$ cat src/rtl/sdram_pkg.sv
// SDRAM shared definitions: command encodings, default mode register,
// FSM state encoding and the command-bus payload layout.
package sdram_pkg;

  localparam int unsigned CMD_W      = 4;
  localparam int unsigned BA_W       = 2;
  localparam int unsigned ADDR_W     = 12;
  localparam int unsigned TIMER_W    = 16;
  localparam int unsigned PEND_W     = 4;
  localparam int unsigned INIT_CNT_W = 8;

  // {CSn, RASn, CASn, WEn}
  localparam logic [CMD_W-1:0] CMD_DESEL = 4'b1111;
  localparam logic [CMD_W-1:0] CMD_NOP   = 4'b0111;
  localparam logic [CMD_W-1:0] CMD_PRE   = 4'b0010;
  localparam logic [CMD_W-1:0] CMD_REF   = 4'b0001;
  localparam logic [CMD_W-1:0] CMD_MRS   = 4'b0000;

  // CAS latency 3, sequential, burst length 8
  localparam logic [ADDR_W-1:0] MODE_REG_DEFAULT = 12'h033;

  // ADDR[10] selects all banks on PRECHARGE
  localparam logic [ADDR_W-1:0] ADDR_PRE_ALL = 12'h400;

  typedef enum logic [3:0] {
    S_PWRUP,
    S_PRE,
    S_TRP,
    S_REF,
    S_TRFC,
    S_MRS,
    S_TMRD,
    S_IDLE,
    S_AREF,
    S_ARFC
  } sdramState_t;

  typedef struct packed {
    logic [CMD_W-1:0]  cmd;
    logic [BA_W-1:0]   ba;
    logic [ADDR_W-1:0] addr;
  } sdramBus_t;

endpackage

$ cat src/rtl/sdram_wait_timer.sv
// Loadable down-counter with a registered one-cycle done pulse.
// Ports:
//   iCLK     clock
//   iLoad    load iLoadVal (also clears done); held high by the owner during reset
//   iLoadVal cycles to count
//   oDone    pulses one cycle, iLoadVal cycles after the load edge
module sdram_wait_timer #(
  parameter int unsigned pWIDTH = 16
) (
  input  logic              iCLK,
  input  logic              iLoad,
  input  logic [pWIDTH-1:0] iLoadVal,
  output logic              oDone
);

  logic [pWIDTH-1:0] cnt;

  // Count down to zero; done fires on the 1 -> 0 step
  always_ff @(posedge iCLK) begin
    if (iLoad) begin
      cnt   <= iLoadVal;
      oDone <= 1'b0;
    end else begin
      if (cnt != '0) begin
        cnt <= cnt - 1'b1;
      end
      oDone <= (cnt == pWIDTH'(1));
    end
  end

endmodule

$ cat src/rtl/sdram_init_refresh.sv
// SDRAM power-up initialisation and periodic AUTO REFRESH scheduler.
// Owns the SDRAM command pins until init completes, then requests refresh
// slots from the access controller through oREF_REQ / iREF_GNT.
// Ports:
//   iCLK, iRESET          memory clock, synchronous active-high reset
//   oSDRAM_*              SDRAM command pins (all registered)
//   oCMD_OWN              command mux select: this block drives the pins
//   oINIT_DONE            init sequence complete (sticky until reset)
//   oREF_REQ / iREF_GNT   refresh handshake with the access controller
//   oREF_BUSY             refresh command + tRFC window in progress
//   oREF_URGENT           pending refresh count reached pMAX_POSTPONE
// Wait timing assumes pTRP, pTRFC, pTMRD >= 2 and pPOWERUP_CYC >= 2.
module sdram_init_refresh
  import sdram_pkg::*;
#(
  parameter int unsigned       pPOWERUP_CYC    = 14300,
  parameter int unsigned       pTRP            = 3,
  parameter int unsigned       pTRFC           = 9,
  parameter int unsigned       pTMRD           = 2,
  parameter int unsigned       pINIT_REFRESHES = 8,
  parameter int unsigned       pREFRESH_CYC    = 1100,
  parameter int unsigned       pMAX_POSTPONE   = 8,
  parameter logic [ADDR_W-1:0] pMODE_REG       = MODE_REG_DEFAULT
) (
  input  logic        iCLK,
  input  logic        iRESET,
  output logic        oSDRAM_CKE,
  output logic        oSDRAM_CSn,
  output logic        oSDRAM_RASn,
  output logic        oSDRAM_CASn,
  output logic        oSDRAM_WEn,
  output logic [1:0]  oSDRAM_BA,
  output logic [11:0] oSDRAM_ADDR,
  output logic [1:0]  oSDRAM_DQM,
  output logic        oCMD_OWN,
  output logic        oINIT_DONE,
  output logic        oREF_REQ,
  input  logic        iREF_GNT,
  output logic        oREF_BUSY,
  output logic        oREF_URGENT
);

  sdramState_t             state, nextState;
  logic                    timerLoad_c;
  logic [TIMER_W-1:0]      timerLoadVal_c;
  logic                    timerDone;
  logic [INIT_CNT_W-1:0]   initRefCnt;
  logic [TIMER_W-1:0]      intervalCnt;
  logic [PEND_W-1:0]       pendCnt, pendNext_c;
  logic                    tick_c, grant_c;
  sdramBus_t               busQ, busNext_c;
  logic [1:0]              dqmNext_c;
  logic                    initDoneNext_c, busyNext_c, ownNext_c, reqNext_c, urgentNext_c;

  assign grant_c = oREF_REQ & iREF_GNT;
  assign tick_c  = oINIT_DONE && (intervalCnt == TIMER_W'(pREFRESH_CYC - 1));

  // Shared wait timer; reset preloads the power-up wait so cycle 0 starts counting
  always_comb begin
    timerLoad_c    = 1'b1;
    timerLoadVal_c = '0;
    if (iRESET) begin
      timerLoadVal_c = TIMER_W'(pPOWERUP_CYC);
    end else begin
      case (nextState)
        S_PRE:         timerLoadVal_c = TIMER_W'(pTRP - 1);
        S_REF, S_AREF: timerLoadVal_c = TIMER_W'(pTRFC - 1);
        S_MRS:         timerLoadVal_c = TIMER_W'(pTMRD - 1);
        default:       timerLoad_c    = 1'b0;
      endcase
    end
  end

  sdram_wait_timer #(
    .pWIDTH (TIMER_W)
  ) uWaitTimer (
    .iCLK     (iCLK),
    .iLoad    (timerLoad_c),
    .iLoadVal (timerLoadVal_c),
    .oDone    (timerDone)
  );

  // State register
  always_ff @(posedge iCLK) begin
    if (iRESET) begin
      state <= S_PWRUP;
    end else begin
      state <= nextState;
    end
  end

  // Next-state logic
  always_comb begin
    nextState = state;
    case (state)
      S_PWRUP: if (timerDone) nextState = S_PRE;
      S_PRE:   nextState = S_TRP;
      S_TRP:   if (timerDone) nextState = S_REF;
      S_REF:   nextState = S_TRFC;
      S_TRFC: begin
        if (timerDone) begin
          nextState = (initRefCnt >= INIT_CNT_W'(pINIT_REFRESHES)) ? S_MRS : S_REF;
        end
      end
      S_MRS:   nextState = S_TMRD;
      S_TMRD:  if (timerDone) nextState = S_IDLE;
      S_IDLE:  if (grant_c) nextState = S_AREF;
      S_AREF:  nextState = S_ARFC;
      S_ARFC:  if (timerDone) nextState = S_IDLE;
      default: nextState = S_PWRUP;
    endcase
  end

  // Saturating pending count; a tick and a grant together cancel out
  always_comb begin
    pendNext_c = pendCnt;
    if (tick_c && !grant_c) begin
      if (pendCnt != '1) begin
        pendNext_c = pendCnt + 1'b1;
      end
    end else if (grant_c && !tick_c) begin
      pendNext_c = pendCnt - 1'b1;
    end
  end

  // Init refresh counter, free-running refresh interval and pending count
  always_ff @(posedge iCLK) begin
    if (iRESET) begin
      initRefCnt  <= '0;
      intervalCnt <= '0;
      pendCnt     <= '0;
    end else begin
      if (state == S_REF) begin
        initRefCnt <= initRefCnt + 1'b1;
      end
      if (!oINIT_DONE || tick_c) begin
        intervalCnt <= '0;
      end else begin
        intervalCnt <= intervalCnt + 1'b1;
      end
      pendCnt <= pendNext_c;
    end
  end

  // Output decode from the upcoming state so pins change with the state
  always_comb begin
    busNext_c      = '{cmd: CMD_NOP, ba: '0, addr: '0};
    initDoneNext_c = 1'b0;
    busyNext_c     = 1'b0;
    case (nextState)
      S_PRE:   busNext_c = '{cmd: CMD_PRE, ba: '0, addr: ADDR_PRE_ALL};
      S_REF:   busNext_c.cmd = CMD_REF;
      S_MRS:   busNext_c = '{cmd: CMD_MRS, ba: '0, addr: pMODE_REG};
      S_IDLE:  initDoneNext_c = 1'b1;
      S_AREF: begin
        busNext_c.cmd  = CMD_REF;
        initDoneNext_c = 1'b1;
        busyNext_c     = 1'b1;
      end
      S_ARFC: begin
        initDoneNext_c = 1'b1;
        busyNext_c     = 1'b1;
      end
      default: ;
    endcase
    dqmNext_c    = initDoneNext_c ? 2'b00 : 2'b11;
    ownNext_c    = !initDoneNext_c || busyNext_c;
    reqNext_c    = (pendNext_c != '0) && (nextState == S_IDLE);
    urgentNext_c = (pendNext_c >= PEND_W'(pMAX_POSTPONE));
  end

  // Output registers
  always_ff @(posedge iCLK) begin
    if (iRESET) begin
      busQ        <= '{cmd: CMD_DESEL, ba: '0, addr: '0};
      oSDRAM_CKE  <= 1'b0;
      oSDRAM_DQM  <= 2'b11;
      oCMD_OWN    <= 1'b1;
      oINIT_DONE  <= 1'b0;
      oREF_REQ    <= 1'b0;
      oREF_BUSY   <= 1'b0;
      oREF_URGENT <= 1'b0;
    end else begin
      busQ        <= busNext_c;
      oSDRAM_CKE  <= 1'b1;
      oSDRAM_DQM  <= dqmNext_c;
      oCMD_OWN    <= ownNext_c;
      oINIT_DONE  <= initDoneNext_c;
      oREF_REQ    <= reqNext_c;
      oREF_BUSY   <= busyNext_c;
      oREF_URGENT <= urgentNext_c;
    end
  end

  assign {oSDRAM_CSn, oSDRAM_RASn, oSDRAM_CASn, oSDRAM_WEn} = busQ.cmd;
  assign oSDRAM_BA   = busQ.ba;
  assign oSDRAM_ADDR = busQ.addr;

endmodule

$ cat config.mk
export PLATFORM = sky130hd
export DESIGN_NAME = sdram_init_refresh
export DESIGN_NICKNAME = d
export VERILOG_FILES = /design/src/rtl/sdram_pkg.sv /design/src/rtl/sdram_wait_timer.sv /design/src/rtl/sdram_init_refresh.sv
export SDC_FILE = /design/constraint.sdc
export NUM_CORES = 1
export LEC_CHECK = 0
export CORE_MARGIN = 4
export CORE_UTILIZATION = 40
export CTS_BUF_LIST = sky130_fd_sc_hd__clkbuf_16
export CTS_CLUSTER_DIAMETER = 50
export CTS_CLUSTER_SIZE = 28
export DETAILED_ROUTE_END_ITERATION = 12
export PLACE_DENSITY = 0.64
export REMOVE_ABC_BUFFERS = 1
export SLEW_MARGIN = 0
export SYNTH_ARGS = -nofsm -noshare
export SYNTH_HDL_FRONTEND = slang
export SYNTH_SLANG_ARGS = --single-unit
export TNS_END_PERCENT = 1
$ cat constraint.sdc
create_clock -name iCLK -period 3.2 [get_ports iCLK]
set_input_delay 0.64 -clock iCLK [delete_from_list [all_inputs] [get_ports iCLK]]
set_output_delay 0.64 -clock iCLK [all_outputs]
set_load 0.1 [all_outputs]
== Word-level counts from Yosys, hierarchy flattened ==
Index checks and enable logic that the tools add are counted.

* $add $sub $neg: 5
* $lt $le $gt $ge: 2
* Equal/unequal tests: 18
* Muxes and demuxes: 22
* Bitwise operators: 1
* Reductions and logical operators: 20

{| class="wikitable"
|+ Operators with widths
! operator !! count
|-
| $pmux 4 s9 || 1
|-
| $mux 16 || 2
|-
| $mux 4 || 8
|-
| $eq 4x3->1 const B || 6
|-
| $pmux 11 s2 || 1
|-
| $add 16x1->16 const B || 1
|-
| $eq 16x1->1 const B || 1
|-
| $eq 16x11->1 const B || 1
|-
| $eq 4x4->1 const B || 4
|-
| $reduce_bool 16->1 || 1
|-
| $sub 16x1->16 const B || 1
|-
| $mux 14 || 1
|-
| $eq 4x2->1 const B || 3
|-
| $pmux 4 s3 || 1
|-
| $pmux 3 s3 || 1
|-
| $add 8x1->8 const B || 1
|-
| $eq 4x1->1 const B || 2
|-
| $ge 8x4->1 const B || 1
|-
| $reduce_or 2->1 || 4
|-
| $mux 1 || 5
|-
| $add 4x1->4 const B || 1
|-
| $ge 4x4->1 const B || 1
|-
| $logic_and 1x1->1 || 4
|-
| $logic_not 1->1 || 4
|-
| 11 further kinds || 12
|}

* Bits in registers: 75
* Output and inout bits: 26

== Logic depth before layout (Yosys ltp) ==
Gate-level depths: netlist of the first run.

* Depth in word-level cells: 9
* Gate-level depth with buffers: 8
* Mapped depth without buffers: 7

== By module ==
A second synthesis of the first run with hierarchy kept.

* Cells, all modules: 347
* Area total of the unflattened synthesis: 3128.0 sq um

{| class="wikitable"
|+ By module, submodules not included
! module !! instances !! cells an instance !! area each (sq um)
|-
| sdram_init_refresh || 1 || 248 || 2120.8
|-
| sdram_wait_timer || 1 || 99 || 1007.2
|}

== Least setup slack after synthesis of the first run ==
Ideal clock, no wire load.

* Path type: register to register
* Start point: reg oREF_REQ
* End point: reg uWaitTimer.cnt[0], enable pin
* Setup time: 0.376 ns
* Arrival time: 2.691 ns
* Data required time: 2.824 ns
* Setup slack: 0.133 ns
* Cell stages (with the launch flop): 8
* Buffers on the path: 1
* Clock period less this slack: 3.067 ns
* Cell sequence: dfxtp_1 > a21boi_0 > o221a_2 > a211oi_2 > o21a_4 > o21ai_4 > buf_6 > nand4_1

* Word-level cells in the longest chain between the ends: 8
* Elaborated cells on any way between the ends: 11

{| class="wikitable"
|+ RTL lines
! what !! line !! RTL
|-
| start, declared || sdram_init_refresh.sv:37 || <nowiki>output logic oREF_REQ,</nowiki>
|-
| start signal, assigned || sdram_init_refresh.sv:189 || <nowiki>oREF_REQ <= reqNext_c;</nowiki>
|-
| $and 1x1->1 (*) || sdram_init_refresh.sv:55 || <nowiki>assign grant_c = oREF_REQ & iREF_GNT;</nowiki>
|-
| $mux 4 (*) || sdram_init_refresh.sv:107 || <nowiki>S_IDLE: if (grant_c) nextState = S_AREF;</nowiki>
|-
| $pmux 4 s9 (*) || sdram_init_refresh.sv:95 || <nowiki>case (state)</nowiki>
|-
| $eq 4x4->1 (tied with other cells) || sdram_init_refresh.sv:65 || <nowiki>case (nextState)</nowiki>
|-
| $reduce_or 4->1 (no line) (*) || -- ||
|-
| $mux 1 (*) || sdram_init_refresh.sv:65 ||
|-
| $mux 1 (*) || sdram_init_refresh.sv:62 || <nowiki>if (iRESET) begin</nowiki>
|-
| $reduce_bool 2->1 (no line) (*) || -- ||
|-
| end signal, assigned || sdram_wait_timer.sv:21 || <nowiki>cnt <= iLoadVal;</nowiki>
|-
| end signal, assigned || sdram_wait_timer.sv:25 || <nowiki>cnt <= cnt - 1'b1;</nowiki>
|-
| end, declared || sdram_wait_timer.sv:16 || <nowiki>logic [pWIDTH-1:0] cnt;</nowiki>
|}

Every way passes the cells marked *; elsewhere a longest branch is shown, timed or not.
A chain may end at the register's enable or synchronous reset.

== Worst setup path after layout of the first run ==
* Start point: reg intervalCnt[0]
* End point: reg intervalCnt[11]

* Word-level cells in the longest chain between the ends: 4
* Elaborated cells on any way between the ends: 5

{| class="wikitable"
|+ RTL lines
! what !! line !! RTL
|-
| start, declared || sdram_init_refresh.sv:48 || <nowiki>logic [TIMER_W-1:0] intervalCnt;</nowiki>
|-
| start signal, assigned || sdram_init_refresh.sv:139 || <nowiki>intervalCnt <= intervalCnt + 1'b1;</nowiki>
|-
| branches (longest 4 deep; another with $add 16x1->16) || -- ||
|}

Several ways; the timed one is not identified.

==> results by group, run 1 <==
Status
  • Status: finished, final reports clean

Synth
  • Post-synth EDFFs: 16
  • Syn Area/Cell: 9.55 um^2
  • Mux share of post-synthesis cell area: 0.641%
  • Seq/Total Area, Yosys: ~45%
  • Post-synthesis compound-gate area fraction: 11.1%
  • YS warnings: 0
  • Cell area after synthesis: 3120 um^2
  • Simple-gate area share of the yosys netlist: between 20% and 30%
  • Ys flop type: dfxtp_1
  • Yosys reg bits: 62
  • Post-Syn Instances: around 330
  • Async SR Flop Fraction: 0%
  • Largest family of logic cells by synthesized area: simple AND/OR/NAND/NOR gates
  • Post-synthesis xor/xnor area fraction: 9.53%
  • Distinct cell type count after synthesis: 59
  • Adder-Cell Fraction of Synth Area: under 10%

STA
  • RSZ-0062 raised after global routing: false
  • Skew final: 4.83 ps
  • Period Utilization, post-route: 75.8%
  • F_max: roughly 410 MHz
  • TNS Setup: 0 ps
  • Fin. max-slew vios: 0
  • Worst slew margin: 20.7%
  • Minimum clock period: 2420 ps
  • Worst-margin pin slew: ~1200 ps
  • Final Hold Vio Count: 0
  • # setup viols final: 0

Drt
  • Routed WL: 6190 um
  • DRC: 0
  • Average routed wire per standard cell: 13.7 um
  • DR vias: 2,341
  • DRT Pass-1 Iters: 4
  • Post-DRT Antenna Nets: 0
  • Vias per cell: between 5 and 6
  • Detailed Route Iter0 Violations: 103

Placed design
  • Hpwl dp: 4290 um
  • Area after DPL: approximately 3300 um^2
  • Buffers added on ports: 19
  • Cells after DPL: 438
  • GP Congestion: approximately 0.80

Pwr
  • Pwr/cell area: 496 nW/um^2
  • Clock share of power: 48.6%
  • Final Power: about 1800 uW
  • Net Sw Power: 404 uW
  • Comb pwr share: 5.4%
  • Leakage: 0.00135 uW
  • Seq pwr share: 46.0%
  • Switching Fraction: 22.6%
  • Internal cell power: 1380 uW
  • Peak VDD IR: around 270 uV

Worst setup path
  • Worst R2R Path Depth: 5
  • Required @ worst endpoint: 3370 ps
  • WS Path Type: reg2reg
  • Critical Path Fanout Max: 16
  • Crit path capture type: register
  • Crit path launch type: register
  • WP data arrival: 2590 ps

Floorplan
  • DIE AREA: 9290 um^2
  • CORE AREA: ~7400 um^2
  • # rows: 31
  • Die Y: 96.4 um
  • Die X: ~96 um
  • I/O pin count: 29
  • Starting Density: 42.2%

Global route
  • Remaining Overflow, GRT: 0
  • Vias in the first global route: 2,213
  • Initial antenna violation count: 0
  • Global-route wire length before repair: 10,600 um
  • Largest net degree at the start of global routing: 23
  • All-Layer GR Usage: 15.1%

Clock tree
  • Clk Latency, worst-skew pair: between 300 and 400 ps
  • CTS buffer count: 9
  • Post-CTS Setup Inserts: 0
  • CTS Buffer Depth: 2
  • Root Buffer: clkbuf_16
  • Reg clk slew, reported paths: 50 ps
  • CTS hold repair buffers: 0
  • Resize count post-CTS: 0
  • H-Tree Level Count: 3
  • TritonCTS clock tree: yes
  • Clock Sink Count: 62

Cells and area
  • Share of layout cells above drive strength 1: 15.8%
  • Most frequent cells in the layout: 47 x nor2_1, 46 x dfxtp_1, 25 x buf_4, 23 x xor2_1, 20 x nand2_1
  • Final cell count without fillers: between 400 and 500
  • Synth-to-Final Area Change: 15.3%
  • N_diodes: 0
  • Final Net Count: 360
  • Design Area, Final: around 3600 um^2
  • Most common cell after layout, fill and taps aside: nor2_1

Worst hold path
  • Worst hold stages: 1
  • Worst Hold Class: reg2reg

Job
  • Max-Cap Viols: 0
[area by class of cell]
type,count,area [um^2]
flip-flops and latches,62,1400
multi-input cells,238,1550
inverters,12,45.0
fillers,723,3810
clock buffers,10,250
well taps,99,124
clock inverters,5,18.8
repair buffers,27,208
[cell families (layout without fill, tap and decap cells)]
group | after synthesis | after routing
buf+inv | 35 | 54
xor+xnor | 34 | 34
flops | 62 | 62
other cells | 1 | 9
simple gates | 144 | 144
mux | 2 | 2
fa+ha+maj | 7 | 7
compound gates | 42 | 42
[power groups by stage]
| stage | sequential (uW) | combinational (uW) | clock, uW |
|---|---|---|---|
| finish | 822 | 95.7 | 869 |
| global route | 822 | 101 | 937 |
| CTS | 821 | 95.4 | 891 |
| detailed placement | 837 | 95.5 | 0 |
| global placement | 837 | 94.6 | 0 |
| floorplan | 844 | 67.9 | 0 |
[per-stage QoR]
step / util, % / hold slack (ps) / setup slack (ps)
finish: 48.6 / 445 / 776
detailed placement: 45.0 / 440 / 451
global route: 48.6 / 474 / 474
floorplan: - / 418 / -282
CTS: 48.6 / 451 / 746
global placement: 45.0 / 429 / 480
[worst paths after layout]
check | endpoint | from | slack, ps
worst max-delay path | intervalCnt[11]$_SDFF_PP0_ | intervalCnt[0]$_SDFF_PP0_ | 780
worst max register to register | intervalCnt[11]$_SDFF_PP0_ | intervalCnt[0]$_SDFF_PP0_ | 780
worst min register to register | intervalCnt[0]$_SDFF_PP0_ | intervalCnt[0]$_SDFF_PP0_ | 450
worst min-delay path | intervalCnt[0]$_SDFF_PP0_ | intervalCnt[0]$_SDFF_PP0_ | 450
[Yosys cell counts, drive strengths merged, types with 2 or more instances]
| library cell | n | area (um^2) |
|---|---|---|
| dfxtp | 46 | 921 |
| xor2 | 23 | 201 |
| o31a | 2 | 17.5 |
| nand3 | 12 | 60.1 |
| nand4 | 5 | 31.3 |
| clkbuf | 5 | 18.8 |
| and3 | 10 | 62.6 |
| edfxtp | 16 | 480 |
| a21o | 2 | 16.3 |
| or2 | 2 | 12.5 |
| xnor2 | 11 | 96.3 |
| nor3b | 3 | 22.5 |
| nor4 | 6 | 37.5 |
| nand2 | 20 | 75.1 |
| and4b | 3 | 30.0 |
| a31o | 10 | 87.6 |
| or4 | 3 | 26.3 |
| ha | 7 | 87.6 |
| o21a | 2 | 22.5 |
| o41ai | 3 | 26.3 |
| mux2i | 2 | 20.0 |
| inv | 12 | 45.0 |
| nor3 | 10 | 55.1 |
| and2 | 6 | 37.5 |
| or3 | 2 | 12.5 |
| nor2b | 2 | 12.5 |
| o21ai | 6 | 41.3 |
| and3b | 2 | 17.5 |
| and4 | 4 | 35.0 |
| buf | 18 | 135 |
| nor4bb | 2 | 20.0 |
| a21oi | 4 | 20.0 |
| nor2 | 47 | 176 |
| a21boi | 2 | 15.0 |
[critical path, cell delays in order, from the launching register on]
cell      delay (ps)
dfxtp_1          350
ha_1             250
nor4bb_1         410
nand2_1          160
o211ai_1         970
nor2_1           130
[registers in the layout, summed over array words and instances, names as in the netlist]
| name | flops |
|---|---|
| state | 4 |
| pendCnt | 4 |
| oSDRAM_DQM | 1 |
| initRefCnt | 8 |
| oREF_URGENT | 1 |
| oSDRAM_CASn | 1 |
| oREF_BUSY | 1 |
| oINIT_DONE | 1 |
| oCMD_OWN | 1 |
| intervalCnt | 16 |
| oSDRAM_RASn | 1 |
| oSDRAM_CKE | 1 |
| oSDRAM_CSn | 1 |
| oSDRAM_ADDR | 2 |
| uWaitTimer.oDone | 1 |
| oSDRAM_WEn | 1 |
| oREF_REQ | 1 |
| uWaitTimer.cnt | 16 |
[routing by layer]
layer / track usage [%] / share of wire [%] / vias up
li1: - / - / 1184
met1: 19.3 / 48 / 1101
met2: 21.7 / 44 / 42
met3: 6.82 / 5.2 / 14
met4: 7.36 / 2.5 / 0
met5: 0 / 0 / -
(Power assumes the default switching activity.)
==> run 2: changes to the inputs <==
- clock period: 3.2 -> 2.3 ns (I/O delays scaled with it)
==> results by group, run 2 (synthesized netlist as in run 1, its figures left out) <==
Global route
  • Initial antenna violation count: 0
  • Vias in the first global route: 2,298
  • Remaining Overflow, GRT: 0
  • All-Layer GR Usage: between 10% and 20%
  • Global-route wire length before repair: 10,800 um
  • Largest net degree at the start of global routing: 29

Clock tree
  • Clk Latency, worst-skew pair: between 300 and 400 ps
  • Reg clk slew, reported paths: 50 ps
  • TritonCTS clock tree: yes
  • CTS hold repair buffers: 0
  • Clock Sink Count: between 60 and 70
  • H-Tree Level Count: 3
  • CTS Buffer Depth: 2
  • Root Buffer: clkbuf_16
  • Resize count post-CTS: 0
  • Post-CTS Setup Inserts: 0
  • CTS buffer count: 9

STA
  • RSZ-0062 raised after global routing: false
  • Minimum clock period: 2160 ps
  • Final Hold Vio Count: 0
  • Period Utilization, post-route: about 94%
  • Worst setup margin: 142 ps
  • Fin. max-slew vios: 0
  • Skew final: ~2.5 ps
  • # setup viols final: 0
  • Hold Worst Slack: 452 ps
  • F_max: approximately 460 MHz

Floorplan
  • I/O pin count: 29
  • Die X: 96.4 um
  • DIE AREA: 9290 um^2
  • Die Y: 96.4 um
  • # rows: 31
  • Starting Density: 42.2%
  • CORE AREA: 7410 um^2

Placed design
  • GP Congestion: approximately 0.8
  • Buffers added on ports: 19
  • Setup WS pre-CTS: -148 ps
  • Area after DPL: about 3500 um^2
  • Hpwl dp: 4370 um

Worst setup path
  • WP data arrival: 2240 ps
  • Worst R2R Setup Slack: 140 ps
  • WS Path Type: reg2reg
  • Critical Path Fanout Max: 4
  • Crit path capture type: register
  • Required @ worst endpoint: 2380 ps
  • Crit path launch type: register

Drt
  • DR vias: ~2,400
  • Detailed Route Iter0 Violations: 91
  • Average routed wire per standard cell: 12.9 um
  • DRC: 0
  • Routed WL: 6150 um
  • DRT Pass-1 Iters: 4
  • Post-DRT Antenna Nets: 0
  • Vias per cell: just under 5

Worst hold path
  • Worst Hold Class: reg2reg

Pwr
  • Final Power: 2540 uW
  • Pwr/cell area: approximately 670 nW/um^2
  • Leakage: 0.00146 uW
  • Peak VDD IR: around 450 uV

Cells and area
  • Final Net Count: between 300 and 400
  • N_diodes: 0
  • Fillers: about 670
  • Synth-to-Final Area Change: 21.7%
  • Share of layout cells above drive strength 1: a little under a quarter
  • Design Area, Final: 3800 um^2
  • Largest registers: intervalCnt: 16 flops, uWaitTimer.cnt: 16 flops, initRefCnt: 8 flops
  • Most common cell after layout, fill and taps aside: buf_4
  • Most frequent cells in the layout: 48 x buf_4, 47 x nor2_1, 46 x dfxtp_1, 23 x xor2_1, 20 x nand2_1

Job
  • Max-Cap Viols: 0

Status
  • Status: finished, final reports clean
run 2: stage by stage:
stage / utilization [%] / TNS, ps / std cells
global route: 51.3 / 0 / 477
global placement: 47.3 / -2290 / 461
CTS: 51.1 / 0 / 477
floorplan: - / -20550 / 312
finish: 51.3 / 0 / 477
detailed placement: 47.3 / -3070 / 461
run 2: area by class of cell:
cell class / count / area [um^2] / share of cell area [%]
timing repair buffer: 50 / 380 / 10.0
multi-input combinational: 238 / 1570 / 41.2
sequential: 62 / 1400 / 36.9
clock inverter: 6 / 33.8 / 0.888
clock buffer: 10 / 250 / 6.58
inverter: 12 / 45.0 / 1.18
tap: 99 / 124 / 3.26
run 2: path summary, 6_finish.rpt:
kind | from | end | cells after the start
max | uWaitTimer.cnt[4]$_DFFE_PP_ | uWaitTimer.cnt[9]$_DFFE_PP_ | 7
max reg2reg | uWaitTimer.cnt[4]$_DFFE_PP_ | uWaitTimer.cnt[9]$_DFFE_PP_ | 7
min | intervalCnt[0]$_SDFF_PP0_ | intervalCnt[0]$_SDFF_PP0_ | 1
min reg2reg | intervalCnt[0]$_SDFF_PP0_ | intervalCnt[0]$_SDFF_PP0_ | 1
run 2: where the power goes:
group	internal (uW)	switching, uW
combinational	33.4	115
sequential	1130	8.63
clock	784	467
total	1950	590
run 2: metal layers:
layer,global-route usage [%],wire length [um],vias up
met5,0,0,-
met4,4.32,51,0
met3,5.11,186,6
met2,23.7,2890,24
met1,20.1,3020,1098
li1,-,-,1235
run 2: worst max-delay path, cell delays in order (launching register included):
cell	delay, ps
edfxtp_1	430
or4_4	570
nor3_2	190
nand2_1	130
buf_4	160
nor2_1	110
xor2_1	90
a31o_2	240
